[src/rtl/timer_counter.sv]
// Memory-mapped programmable down-counter with CTRL/PRESET/COUNT registers and a maskable expiry interrupt.
// Define TC_IRQ_EN to build the pending flag, the IM bit and the irq output; otherwise irq is tied low.
module timer_counter #(
  parameter int WIDTH = 32
) (
  input  logic             clk,
  input  logic             rst_n,
  input  logic [3:2]       addr,
  input  logic             we,
  input  logic [3:0]       be,
  input  logic [WIDTH-1:0] din,
  output logic [WIDTH-1:0] dout,
  output logic             irq
);

  // state | meaning
  // IDLE  | waiting for EN
  // LOAD  | COUNT <= PRESET
  // CNT   | decrementing, expiry checked before decrement
  // INT   | expired: one-shot stops, auto-reload reloads
  typedef enum logic [1:0] {IDLE, LOAD, CNT, INT} state_t;

  state_t state, stateNext;

  logic             ctrlEn;
  logic [1:0]       ctrlMode;
  logic             ctrlIm;
  logic [WIDTH-1:0] preset;
  logic [WIDTH-1:0] count;

  logic oneShot;
  logic ctrlWr;
  logic ctrlByte0Wr;
  logic presetWr;
  logic loadCount;
  logic decCount;
  logic expire;
  logic clrEn;

  assign oneShot     = (ctrlMode != 2'b01);
  assign ctrlWr      = we && (addr == 2'd0) && (be != 4'b0000);
  assign ctrlByte0Wr = we && (addr == 2'd0) && be[0];
  assign presetWr    = we && (addr == 2'd1);

  always_ff @(posedge clk or negedge rst_n) begin
    if (!rst_n) state <= IDLE;
    else        state <= stateNext;
  end

  always_comb begin
    stateNext = state;
    case (state)
      IDLE: if (ctrlEn) stateNext = LOAD;
      LOAD: stateNext = CNT;
      CNT: begin
        if (!ctrlEn)            stateNext = IDLE;
        else if (count == '0)   stateNext = INT;
      end
      INT:     stateNext = oneShot ? IDLE : LOAD;
      default: stateNext = IDLE;
    endcase
  end

  always_comb begin
    loadCount = (state == LOAD);
    decCount  = (state == CNT) && ctrlEn && (count != '0);
    expire    = (state == CNT) && ctrlEn && (count == '0);
    clrEn     = (state == INT) && oneShot;
  end

  // A CPU write to CTRL lands after the one-shot EN clear, so the CPU value wins.
  always_ff @(posedge clk or negedge rst_n) begin
    if (!rst_n) begin
      ctrlEn   <= 1'b0;
      ctrlMode <= 2'b00;
    end else begin
      if (clrEn) ctrlEn <= 1'b0;
      if (ctrlByte0Wr) begin
        ctrlEn   <= din[0];
        ctrlMode <= din[2:1];
      end
    end
  end

  always_ff @(posedge clk or negedge rst_n) begin
    if (!rst_n) begin
      preset <= '0;
    end else if (presetWr) begin
      for (int i = 0; i < WIDTH/8; i++)
        if (be[i]) preset[8*i +: 8] <= din[8*i +: 8];
    end
  end

  always_ff @(posedge clk or negedge rst_n) begin
    if (!rst_n)         count <= '0;
    else if (loadCount) count <= preset;
    else if (decCount)  count <= count - 1'b1;
  end

`ifdef TC_IRQ_EN
  logic irqPend;

  always_ff @(posedge clk or negedge rst_n) begin
    if (!rst_n)                 ctrlIm <= 1'b0;
    else if (ctrlByte0Wr)       ctrlIm <= din[3];
  end

  // Setting the pending flag takes priority over a clearing CTRL write.
  always_ff @(posedge clk or negedge rst_n) begin
    if (!rst_n)
      irqPend <= 1'b0;
    else if (expire)
      irqPend <= 1'b1;
    else if (((state == INT) && !oneShot) || (ctrlWr && oneShot))
      irqPend <= 1'b0;
  end

  assign irq = irqPend & ctrlIm;
`else
  logic unusedIrq;
  assign unusedIrq = expire | ctrlWr;
  assign ctrlIm    = 1'b0;
  assign irq       = 1'b0;
`endif

  always_comb begin
    dout = '0;
    case (addr)
      2'd0:    dout = {{(WIDTH-4){1'b0}}, ctrlIm, ctrlMode, ctrlEn};
      2'd1:    dout = preset;
      2'd2:    dout = count;
      default: dout = '0;
    endcase
  end

endmodule

[config.mk]
export PLATFORM = sky130hd
export DESIGN_NAME = timer_counter
export DESIGN_NICKNAME = d
export VERILOG_FILES = /design/src/rtl/timer_counter.sv
export SDC_FILE = /design/constraint.sdc
export NUM_CORES = 1
export LEC_CHECK = 0
export ABC_AREA = 1
export CELL_PAD_IN_SITES_DETAIL_PLACEMENT = 0
export CELL_PAD_IN_SITES_GLOBAL_PLACEMENT = 1
export CORE_ASPECT_RATIO = 0.8
export CORE_MARGIN = 2
export CORE_UTILIZATION = 34
export CTS_CLUSTER_SIZE = 10
export DETAILED_ROUTE_END_ITERATION = 10
export PLACE_DENSITY_LB_ADDON = 0.08
export SLEW_MARGIN = 20
export SYNTH_ARGS = -nofsm -noshare
export SYNTH_HDL_FRONTEND = slang
export SYNTH_SLANG_ARGS = --single-unit
export TNS_END_PERCENT = 10
[constraint.sdc]
create_clock -name clk -period 1.5 [get_ports clk]
set_input_delay 0.45 -clock clk [delete_from_list [all_inputs] [get_ports clk]]
set_output_delay 0.45 -clock clk [all_outputs]
set_load 0.03 [all_outputs]
[Word level (Yosys, flattened, before mapping)]
Cells that the tools add are included.
Word-level totals
  register bits: 69
  bits of input ports: 41
  output and inout bits: 33
Operators by class
  $add $sub $neg: 1
  eq/ne operators: 8
  muxes and demuxes: 10
  reduce and logical (&&, ||, !) cells: 17
Operator list (number)
  $pmux 32 s3: 1
  $mux 32: 2
  $logic_not 32->1: 1
  $reduce_bool 32->1: 1
  $sub 32x1->32 const B: 1
  $reduce_and 2->1: 5
  $pmux 2 s4: 1
  $eq 2x2->1 const B: 3
  $logic_and 1x1->1: 6
  $mux 2: 3
  $eq 2x1->1 const B: 2
  $logic_not 2->1: 2
  $reduce_bool 2->1: 2
  $mux 1: 3
  $ne 3x3->1 const B: 1
  $ne 2x1->1 const B: 1
  $ne 2x2->1 const B: 1

[Longest topological paths before layout]
Gate-level depths: netlist (run 1).
  depth in word-level cells: 5
  mapped depth: 11
  depth with buffers taken out: 11

[Least setup slack after synthesis (run 1)]
No wires, ideal clock.
  kind: in2out
  start point: input addr[2] in the netlist's numbering
  end point: output dout[18]
  arrival: 1478 ps
  slack: -428 ps
  stages on the path: 4
  cells stage by stage: inv_1 nand2_1 clkbuf_1 o21ai_0
Between the ends
  longest elaborated chain between the ends: 2
  elaborated cells on any way between the ends: 4
  classes of those cells: 2 x eq/ne; 1 x mux; 1 x reduce/logical
RTL lines
  start: declaration: RTL line 8  | input logic [3:2] addr,
  $eq 2x2->1, or another cell as far along: RTL line 128  | case (addr)
  $pmux 32 s3 *: RTL line 128
  end: declaration: RTL line 12  | output logic [WIDTH-1:0] dout,
Mark *: on every way between the ends. The rest lies on a longest branch, timed or not.

[Worst setup path in the final report (run 1)]
  start point: input addr[2] in the netlist's numbering
  end point: output dout[16]
The elaborated chain is that of the path after synthesis.

==> results.py, run 1 <==
metrics = {
    "timing": {
        "setup_tns_ns": -13.92,
        "period_share_pct": 123.2,
        "finalHoldViolations": 0,
        "rsz0062_at_grt": "true",
        "skew_ns": 0.008218,
        "maxSlewViolCount": 0,
        "setup_slack_ns": -0.3482,
        "setup_violations": 64,
        "finalCriticalPeriod_ns": 1.848,
        "clock.fmax_ghz": 0.5411,
    },
    "synth": {
        "synth.area.top_cells": "dfrtp_1, nand2_1, nor2_1",
        "synth_area_um2": 4257,
        "yosysTopAreaCell": "dfrtp_1",
        "synth-seq-cells": 69,
        "synth-seq-area-share_pct": 40.56,
        "synth_cell_type_count": 29,
        "netlist.area_leader.share_pct": 40.56,
        "yosys_warnings": 0,
        "postSynthAreaPerCell_um2": 7.059,
        "synthCells": 603,
        "synth_nets": 645,
    },
    "die": {
        "die-height_um": 104.1,
        "dieWidth_um": 129.1,
        "ios": 74,
        "core_um2": 12210,
        "start_util_pct": 34.87,
        "die-area_um2": 13440,
        "fp-row-count": 36,
    },
    "detailed_routing": {
        "viasPerCell": 4.780,
        "wirelength_mm": 14.43,
        "drc": 0,
        "num_vias": 4574,
        "wl_per_cell_um": 15.08,
        "first_iter_violations": 303,
        "ant_nets": 0,
        "dr.pass1.iters": 5,
    },
    "outcome": {
        "violations": "setup timing",
        "status": "finished with violations",
    },
    "cts": {
        "clk_latency_ns": 0.34,
        "cts-root-buf": "clkbuf_16",
        "cts_tree": "yes",
        "clk_path_buf_depth": 2,
        "cts_max_level": 3,
        "numCtsBuffers": 9,
        "clock_sink_count": 69,
        "clkSlewWorstSetupHoldPaths_ns": 0.06,
    },
    "setup_path": {
        "crit_fanout": 8,
        "rrSetupSlack_ns": -0.17,
        "worstSetupStartpointType": "input port",
        "worst_r2r_startpoint": "count[16]",
        "critical_path_required_ns": 1.05,
        "critical_path_class": "input port to output pin",
        "r2r_end": "count[13]",
        "cp.arrival_ns": 1.40,
        "reg2reg_depth": 8,
        "cp-end-kind": "output pin",
    },
    "power": {
        "leakage_nw": 3.337,
        "irDropWorstVdd_mv": 0.8032,
        "powerDensity_nw_per_um2": 1767,
    },
    "layout": {
        "diodes": 0,
        "nets": 823,
        "syn2layout_area_growth_pct": 64.08,
        "ff_latch_area_um2": 1727,
        "fillers": 1158,
        "drive_gt1_share_pct": 33.21,
        "multi_input_area_um2": 2577,
        "layout_common_cells": "nand2_1, buf_4, dfrtp_1",
        "fin_util_pct": 57.22,
        "final_common_cell": "nand2_1",
    },
    "global_routing": {
        "grt_start_max_net_pins": 47,
        "antenna_found_initial": 0,
        "grt_pass1_vias": 4548,
        "gr-usage-all-layers_pct": 22.77,
        "overflow": 0,
        "grt_pass1_wl_mm": 23.74,
    },
    "place": {
        "place.gp.congestion": 0.9011,
        "dp_slack_ns": -0.8842,
        "io_buffers": 72,
        "place_hpwl_mm": 10.76,
    },
    "hold_path": {
        "hold_path_class": "input port to async pin",
    },
    "flow_run": {
        "max-cap-violations": 0,
    },
}
[report_power, final]
| group | total [mW] | internal, mW | switching, mW |
|---|---|---|---|
| Clock | 2.15 | 1.28 | 0.864 |
| Combinational | 7.19 | 3.31 | 3.88 |
| Sequential | 3.00 | 2.50 | 0.498 |
[worst max path at each step]
stage	start	endpoint	slack, ns
CTS	addr[2]	dout[2]	-0.48
global route	addr[2]	dout[2]	-0.40
finish	addr[2]	dout[16]	-0.35
global placement	addr[2]	preset[15]	-0.82
detailed placement	addr[2]	preset[10]	-0.88
floorplan	addr[2]	dout[0]	-0.18
[final cells by class]
type                            count  share of cell area [%]
Multi-Input combinational cell    450                   36.90
Clock buffer                       10                   3.278
Inverter                           63                   3.619
Sequential cell                    69                   24.72
Clock inverter                      6                  0.9137
Timing Repair Buffer              188                   27.50
Tap cell                          171                   3.063
[stage by stage]
step	instances	area (µm²)	total power [mW]	hold slack, ns
finish	957	6984	12.34	0.4954
global route	957	6984	13.24	0.5093
CTS	957	6914	12.26	0.4999
detailed placement	933	6228	9.678	0.3157
global placement	933	6228	9.581	0.3189
floorplan	603	4459	6.503	0.1544
[worst max-delay path, cell delays in order]
cell	delay, ns
buf_12	0.11
inv_16	0.05
buf_8	0.09
nand2_8	0.07
buf_4	0.17
buf_12	0.15
o22ai_4	0.15
buf_6	0.15
[logic make-up after synthesis]
kind of cell | after synthesis | synth area share [%]
flops | 69 | 40.56
xor+xnor | 5 | 1.029
other cells | 1 | 0.08810
mux | 19 | 5.027
simple gates | 342 | 33.89
compound gates | 82 | 11.14
fa+ha+maj | 1 | 0.2939
buf+inv | 84 | 7.966
[flip-flops by register name, summed over array words and instances (netlist names)]
register	count
preset	32
ctrlEn	1
state	2
count	32
ctrlMode	2
[synthesized netlist by cell type (all sizes together)]
cell type	instances
a211oi	1
a21oi	21
a22oi	1
buf	9
clkbuf	12
conb	1
dfrtp	69
ha	1
inv	63
mux2	19
nand2	187
nand3	56
nand4	8
nor2	91
o211ai	3
o21ai	45
o22ai	11
xnor2	1
xor2	4
[routing by layer]
layer	up-vias	track usage, %	part of all wire, %
met1	2128	33.93	49
met2	125	33.41	43
met5	-	0	0
met4	0	6.134	1.7
met3	16	4.578	5.5
li1	2305	-	-
[repair_timing]
action / in CTS / in global routing
cloned: 1 / 0
hold buffers: 1 / 0
hold endpoints to repair: 5 / 0
pin swaps: 10 / 6
endpoints found under the setup margin: 97 / 81
gates resized for setup: 75 / 25
setup buffers: 6 / 1
Note: power is estimated with default switching activity, not from simulation.
==> run 2: changes to the inputs <==
--- a/config.mk
+++ b/config.mk
@@ -10,10 +10,11 @@
 export CELL_PAD_IN_SITES_GLOBAL_PLACEMENT = 1
 export CORE_ASPECT_RATIO = 0.8
 export CORE_MARGIN = 2
-export CORE_UTILIZATION = 34
+export CORE_UTILIZATION = 35
 export CTS_CLUSTER_SIZE = 10
 export DETAILED_ROUTE_END_ITERATION = 10
 export PLACE_DENSITY_LB_ADDON = 0.08
+export SETUP_SLACK_MARGIN = 0.02
 export SLEW_MARGIN = 20
 export SYNTH_ARGS = -nofsm -noshare
 export SYNTH_HDL_FRONTEND = slang
==> constraint.sdc (replaced) <==
create_clock -name clk -period 2.35 [get_ports clk]
set_input_delay 0.705 -clock clk [delete_from_list [all_inputs] [get_ports clk]]
set_output_delay 0.705 -clock clk [all_outputs]
set_load 0.03 [all_outputs]
==> run 2 against run 1 <==
  * The flow now finishes without violations
  * Clock skew is 0.0036 ns lower
  * Utilization is 7.7 points lower
  * Sequential power is 32% lower
  * Hold slack worse by 0.10 ns
  * Via count is 7.5% lower
  * Count of clock-buffer cells in the layout is 4 higher
  * Largest power group unchanged
  * Highest routed layer unchanged
==> results.py, run 2 (synthesis gave the netlist of run 1 again) <==
metrics = {
    "place": {
        "place_hpwl_mm": 9.656,
        "dp_slack_ns": -0.4686,
        "io_buffers": 72,
        "place.gp.congestion": 0.8959,
    },
    "setup_path": {
        "critical_path_required_ns": 1.64,
        "r2r_end": "count[7]",
        "critical_path_class": "input port to output pin",
        "worstSetupStartpointType": "input port",
        "cp-end-kind": "output pin",
        "cp.arrival_ns": 1.60,
        "reg2reg_depth": 10,
        "worst_r2r_startpoint": "count[0]",
        "rrSetupSlack_ns": 0.26,
        "crit_fanout": 10,
    },
    "timing": {
        "slew_headroom_pct": 58.30,
        "clock.fmax_ghz": 0.4331,
        "finalHoldViolations": 0,
        "finalCriticalPeriod_ns": 2.309,
        "whs_ns": 0.3921,
        "skew_ns": 0.004579,
        "setup_slack_ns": 0.04082,
        "maxSlewViolCount": 0,
        "tightest_slew_ns": 0.6248,
        "period_share_pct": 98.26,
        "setup_violations": 0,
        "rsz0062_at_grt": "true",
    },
    "cts": {
        "cts_tree": "yes",
        "clkSlewWorstSetupHoldPaths_ns": 0.05,
        "clock_sink_count": 69,
        "cts-root-buf": "clkbuf_16",
        "hold_buffers": 0,
        "cts_max_level": 3,
        "clk_latency_ns": 0.33,
        "numCtsBuffers": 9,
        "clk_path_buf_depth": 2,
    },
    "detailed_routing": {
        "wl_met2_mm": 5.533,
        "first_iter_violations": 236,
        "drt-met1-wl_mm": 6.626,
        "dr.pass1.iters": 5,
        "ant_nets": 0,
        "wirelength_mm": 13.14,
        "maxUsedRoutingLayer": "met4",
        "wl_met3_um": 824,
        "viasPerCell": 5.025,
        "wl_per_cell_um": 15.61,
        "num_vias": 4231,
        "drc": 0,
    },
    "die": {
        "start_util_pct": 36.40,
        "die-area_um2": 13060,
        "core_um2": 11690,
        "ios": 74,
        "fp-row-count": 35,
        "dieWidth_um": 127.3,
        "die-height_um": 102.6,
    },
    "layout": {
        "syn2layout_area_growth_pct": 35.95,
        "diodes": 0,
        "final_common_cell": "nand2_1",
        "nets": 732,
        "top_regs": "count: 32 flops, preset: 32 flops",
        "fillers": 1186,
        "layout_common_cells": "nand2_1, nor2_1, dfrtp_1",
        "drive_gt1_share_pct": 18.44,
    },
    "global_routing": {
        "antenna_found_initial": 0,
        "grt_start_max_net_pins": 70,
        "overflow": 0,
        "grt_pass1_vias": 4082,
        "grt_pass1_wl_mm": 21.51,
        "gr-usage-all-layers_pct": 21.25,
    },
    "power": {
        "powerDensity_nw_per_um2": 1115,
        "irDropWorstVdd_mv": 0.3953,
        "leakage_nw": 2.743,
    },
    "outcome": {
        "status": "finished clean",
    },
    "flow_run": {
        "max-cap-violations": 0,
    },
    "hold_path": {
        "hold_path_class": "input port to async pin",
    },
}
==> run 2: cell count changes in the layout (fill, tap and decap cells not counted), sizes merged <==
cell / before / now
buf: 148 / 60
clkinvlp: 2 / 1
clkbuf: 11 / 14
dlygate4sd3: 1 / 0
bufinv: 1 / 0
clkinv: 3 / 1
clkdlybuf4s50: 36 / 37
bufbuf: 1 / 0
inv: 63 / 62
dlymetal6s2s: 1 / 0
==> run 2: power breakdown <==
part           total [mW]  switching, mW  leakage, nW  internal (mW)
sequential           2.04          0.440        0.839           1.60
combinational        3.12           1.96         1.77           1.16
clock                1.30          0.504        0.139          0.794
==> run 2: worst max-delay path by stage <==
stage	startpoint	endpoint	cells after the start
2_1_floorplan	addr[2]	dout[18]	4
3_3_place_gp	addr[2]	dout[9]	6
3_5_place_dp	addr[2]	dout[28]	7
4_1_cts	addr[3]	dout[9]	6
5_1_grt	addr[3]	dout[9]	6
6_report	addr[2]	dout[14]	6
==> run 2: per-layer routing <==
| metal | vias up | track usage (%) |
|---|---|---|
| met5 | - | 0 |
| met4 | 0 | 5.495 |
| met3 | 13 | 3.996 |
| met2 | 130 | 31.92 |
| met1 | 1961 | 31.53 |
| li1 | 2127 | - |
==> run 2: worst max-delay path, cell delays in order <==
cell	delay, ns
buf_6	0.09
inv_2	0.07
nand2_2	0.11
buf_4	0.24
o21ai_1	0.19
buf_4	0.19
==> run 2: stage by stage <==
stage               util (%)  TNS (ns)  cell area [µm²]  cells  total power [mW]
floorplan                  -    -1.495             4257    603             4.026
global placement       45.37    -20.39             5305    824             4.995
detailed placement     45.37    -21.42             5305    824             5.048
finish                 49.49         0             5787    842             6.451
global route           49.49  -0.01666             5787    842             6.983
CTS                    49.11         0             5742    842             6.472
==> run 2: layout make-up <==
cell class / count / area, µm² / area share (%)
clock inverter: 1 / 5.005 / 0.08649
tap: 148 / 185.2 / 3.200
multi-input combinational: 450 / 2301 / 39.76
clock buffer: 14 / 274.0 / 4.735
timing repair buffer: 97 / 1055 / 18.23
inverter: 63 / 240.2 / 4.151
sequential: 69 / 1727 / 29.84
==> run 2: repair_timing <==
item,in CTS,in global routing
buffers inserted,3,0
resized for setup,47,10
endpoints found under the setup margin,55,15
pin swaps,2,2
